`config.mk`:
```
export PLATFORM = sky130hd
export DESIGN_NAME = i2s_speaker_ctrl
export DESIGN_NICKNAME = d
export VERILOG_FILES = /design/src/rtl/i2s_speaker_ctrl.sv
export SDC_FILE = /design/constraint.sdc
export NUM_CORES = 1
export LEC_CHECK = 0
export CORE_MARGIN = 1.5
export CORE_UTILIZATION = 30
export DETAILED_ROUTE_END_ITERATION = 12
export GPL_TIMING_DRIVEN = 0
export SKIP_CTS_REPAIR_TIMING = 1
export SLEW_MARGIN = 10
export SYNTH_ARGS = -nofsm -noshare
export SYNTH_HDL_FRONTEND = slang
export SYNTH_SLANG_ARGS = --single-unit
```
`constraint.sdc`:
```
create_clock -name clk -period 4.7 [get_ports clk]
set_input_delay 0.705 -clock clk [delete_from_list [all_inputs] [get_ports clk]]
set_output_delay 0.705 -clock clk [all_outputs]
set_load 0.005 [all_outputs]
```
`src/rtl/i2s_speaker_ctrl.sv`:
```
// i2s_speaker_ctrl: volume-scaled stereo sample capture and I2S serializer for the Pmod I2S DAC
module i2s_speaker_ctrl (
    input  logic        clk,
    input  logic        rst,
    input  logic [15:0] audio_left,
    input  logic [15:0] audio_right,
    input  logic [2:0]  volume,
    output logic        audio_mclk,
    output logic        audio_lrck,
    output logic        audio_sck,
    output logic        audio_sdin,
    output logic        sample_tick
);
    logic [8:0]  cnt;
    logic [8:0]  cnt_n;
    logic [2:0]  vol;
    logic [15:0] left_scaled;
    logic [15:0] right_scaled;
    logic [15:0] left_hold;
    logic [15:0] right_stage;
    logic [15:0] right_hold;
    logic [4:0]  slot;
    logic        bit_next;

    assign cnt_n = cnt + 9'd1;

    // Attenuation by arithmetic shift, and selection of the bit for the slot about to start
    always_comb begin
        vol          = volume > 3'd5 ? 3'd5 : volume;
        left_scaled  = vol == 3'd0 ? 16'h0000 : 16'($signed(audio_left) >>> (3'd5 - vol));
        right_scaled = vol == 3'd0 ? 16'h0000 : 16'($signed(audio_right) >>> (3'd5 - vol));
        slot         = cnt_n[8:4] - 5'd1;
        bit_next     = slot[4] ? right_hold[~slot[3:0]] : left_hold[~slot[3:0]];
    end

    // Free-running frame counter; clock outputs track the counter value they accompany
    always_ff @(posedge clk or posedge rst) begin
        if (rst) begin
            cnt         <= '0;
            audio_mclk  <= 1'b0;
            audio_sck   <= 1'b0;
            audio_lrck  <= 1'b0;
            sample_tick <= 1'b0;
        end else begin
            cnt         <= cnt_n;
            audio_mclk  <= cnt_n[1];
            audio_sck   <= cnt_n[3];
            audio_lrck  <= cnt_n[8];
            sample_tick <= &cnt_n;
        end
    end

    // Frame capture, mid-frame right-word handoff and serial data on SCK falling edges
    always_ff @(posedge clk or posedge rst) begin
        if (rst) begin
            left_hold   <= '0;
            right_stage <= '0;
            right_hold  <= '0;
            audio_sdin  <= 1'b0;
        end else begin
            if (&cnt) begin
                left_hold   <= left_scaled;
                right_stage <= right_scaled;
            end
            if (cnt == 9'd255)
                right_hold <= right_stage;
            if (cnt_n[3:0] == 4'd0)
                audio_sdin <= bit_next;
        end
    end
endmodule

```
==> reports/metrics.csv <==
stage;metric;value;unit
outcome;status;finished clean;
critical_path;worst reg2reg path depth;14;
timing;final hold vios;0;
layout;Layout Cells excl Fill;623;
layout;Layout Utilization;38.0;%
cts;clock buffer depth;2;
placement;placed insts;607;
floorplan;Die H;116;um
timing;setup TNS;0;ns
flow_run;Max Cap Viol;0;
power_and_ir_drop;Power Total;1.31;mW
timing;RSZ-0062 raised after global routing;false;
placement;RD Place Congestion;0.883;
cts;root buffer cell;clkbuf_16;
timing;clk_skew;0.00638;ns
timing;period utilization;71.8;%
synthesis;Synth Flop Type;dfrtp_1;
cts;Sink Count;59;
cts;Reg clk slew, reported paths;0.05;ns
critical_path;worst setup path startpoint;cnt[1];
layout;ant diodes;0;
critical_path;WP data required;4.93;ns
grt;largest net degree at the start of global routing;38;
timing;max-slew violation count;0;
timing;Slew headroom;27.4;%
routing;via count;3141;
synthesis;Cell variety after synth;47;
min_path;Hold Path Class;flip-flop to flip-flop;
floorplan;# rows;41;
synthesis;syn nets;438;
timing;minimum clock period after layout;3.38;ns
power_and_ir_drop;peak supply drop;191;uV
timing;Final setup viols;0;
floorplan;number of I/O pins;42;
layout;area occupied by multi-input gates;2060;um2
synthesis;sequential area share after synthesis;38.3;%
routing;via/cell ratio;5.04;
synthesis;EDFF count, synth;0;
cts;CTS tree;yes;
layout;P&R area growth vs syn;23.9;%
grt;number of global-route vias before repair;3218;
critical_path;CP Class;flip-flop to flip-flop;
grt;gr ovfl total;0;
layout;Layout fillers;1268;
routing;initial DRC count;166;
critical_path;FF-to-FF Start;cnt[1];
synthesis;Syn Area/Cell;9.76;um2
routing;drt first pass iters;4;
routing;routed wire length;9660;um
timing;Max Clock Freq;296;MHz
cts;H-Tree Depth;3;
floorplan;DIE WIDTH;116;um
placement;PortBufs;39;
synthesis;ys async rst share;100;%
timing;Worst Tran Pin Value;1.08;ns
critical_path;Setup crit end;audio_sdin;
power_and_ir_drop;pwr dens;275;nW/um2
floorplan;core area;12600;um2
routing;DRC viols;0;
grt;global-route wire length before repair;16200;um
routing;final routed wire length divided by cell count;15.5;um
synthesis;synthesized cell area;3860;um2
critical_path;Reg-to-Reg End;audio_sdin;
placement;Setup WS pre-CTS;1.38;ns
layout;register area;1480;um2
critical_path;Critical Path AT;3.60;ns
cts;worst-skew pair later-pin latency;0.33;ns
floorplan;initial core utilization;30.7;%
timing;post-route setup slack;1.32;ns
grt;initial antenna violation count;0;
grt;Total GRT Usage;15.4;%
routing;Post-DRT Antenna Nets;0;
layout;layout cells sized above 1;14.9;%
critical_path;Worst R2R Setup Slack;1.32;ns
cts;total CTS buffers;9;
power_and_ir_drop;LEAKAGE;2.13;nW
synthesis;Yosys warnings;0;
critical_path;Critical Path End Type;flip-flop;
critical_path;crit-path max FO;10;
placement;DP HPWL;7320;um
synthesis;Synth Instances;395;
critical_path;Startpoint Class;flip-flop;
synthesis;#FFs+latches synth;59;
layout;nets;489;
floorplan;DIE AREA;13500;um2
-- report_power, final --
part	switching (mW)	internal (mW)
clock	0.224	0.423
combinational	0.0845	0.0721
sequential	0	0.509
-- worst max-delay path, cell delays in order (launching register included) --
cell      delay [ns]
dfrtp_1         0.46
ha_1            0.29
and3_1          0.21
buf_6           0.14
xnor2_4         0.26
inv_2           0.14
ha_1            0.33
buf_6           0.15
buf_6           0.14
nand2_1         0.17
o221ai_1        0.14
a221o_1         0.38
a21oi_1         0.16
o21ai_1         0.10
o31ai_1         0.21
-- per-stage QoR --
step | area (um2) | hold slack [ns]
floorplan | 3860 | 0.470
global placement | 4460 | 0.476
detailed placement | 4480 | 0.477
CTS | 4780 | 0.489
global route | 4780 | 0.517
finish | 4780 | 0.483
-- metal layers --
metal / share of wire (%) / track usage, %
met1: 49 / 20.9
met2: 46 / 24.7
met3: 3.5 / 2.80
met4: 1.4 / 5.45
met5: 0 / 0
-- synthesized netlist by cell type (all sizes together), types with 2 or more instances --
cell type	instances	area, um2
a211o	2	17.5
a211oi	9	67.6
a21oi	32	160
a221o	2	20.0
a221oi	2	23.8
a31oi	2	27.5
and3	2	12.5
buf	10	87.6
clkbuf	21	78.8
dfrtp	59	1480
ha	6	75.1
inv	42	158
mux2	44	495
mux2i	26	260
mux4	3	67.6
nand2	13	48.8
nand3	9	45.0
nor2	31	116
nor2b	2	12.5
nor3	2	15.0
o211ai	4	30.0
o21ai	13	65.1
o221ai	6	52.6
o22a	4	35.0
o22ai	29	181
o31ai	2	15.0
or2	2	12.5
xnor2	3	63.8
xor2	6	71.3
-- cell families (layout without fill, tap and decap cells) --
family                   count (synthesis)  after routing  share of synthesized area [%]
buffers and inverters                   73            129                           8.40
adder cells (fa/ha/maj)                  6              6                           1.95
multiplexers                            73             73                           21.3
flip-flops                              59             59                           38.3
AND/OR/NAND/NOR                         63             63                           7.14
AO/OA/AOI/OAI                          112            112                           19.4
XOR/XNOR                                 9              9                           3.50
-- sequential cells by signal (all words and copies together), names as in the netlist --
| signal | count |
|---|---|
| sample_tick | 1 |
| cnt | 8 |
| right_stage | 16 |
| audio_lrck | 1 |
| right_hold | 16 |
| audio_sdin | 1 |
| left_hold | 16 |
-- area by class of cell --
cell class / count / area share (%)
multi-input cells: 263 / 43.0
flip-flops and latches: 59 / 30.9
repair buffers: 40 / 8.59
clock buffers: 12 / 5.16
well taps: 172 / 4.50
plain buffers: 31 / 3.48
inverters: 42 / 3.30
clock inverters: 4 / 1.05
-- cells in the final DEF (no fill, tap or decap), types with 2 or more instances in the layout --
master and instances:
nand3_1 9, buf_6 3, clkbuf_1 23, o211ai_1 4, a211oi_1 9, xnor2_4 2, clkdlybuf4s50_1 39, inv_2 2
a21oi_1 32, nand2_1 13, o221ai_1 6, o21ai_0 6, mux2_2 31, buf_8 2, o22a_1 4, o22ai_1 29
inv_1 40, mux4_2 3, o31ai_1 2, mux2_1 13, nor2b_1 2, xor2_1 5, nor2_1 31, and3_1 2
buf_2 4, mux2i_1 26, a221o_1 2, or2_0 2, clkinvlp_4 2, o21ai_1 7, a211o_1 2, dfrtp_1 59
ha_1 6, clkbuf_16 9
-- worst min path at each step --
stage / cells past startpoint / from / slack [ns] / to
6_report: 2 / audio_sdin / 0.48 / audio_sdin
5_1_grt: 2 / audio_sdin / 0.52 / audio_sdin
4_1_cts: 2 / audio_sdin / 0.49 / audio_sdin
3_5_place_dp: 2 / audio_sdin / 0.48 / audio_sdin
3_3_place_gp: 2 / audio_sdin / 0.48 / audio_sdin
2_1_floorplan: 2 / audio_sdin / 0.47 / audio_sdin
(Power assumes the default switching activity.)
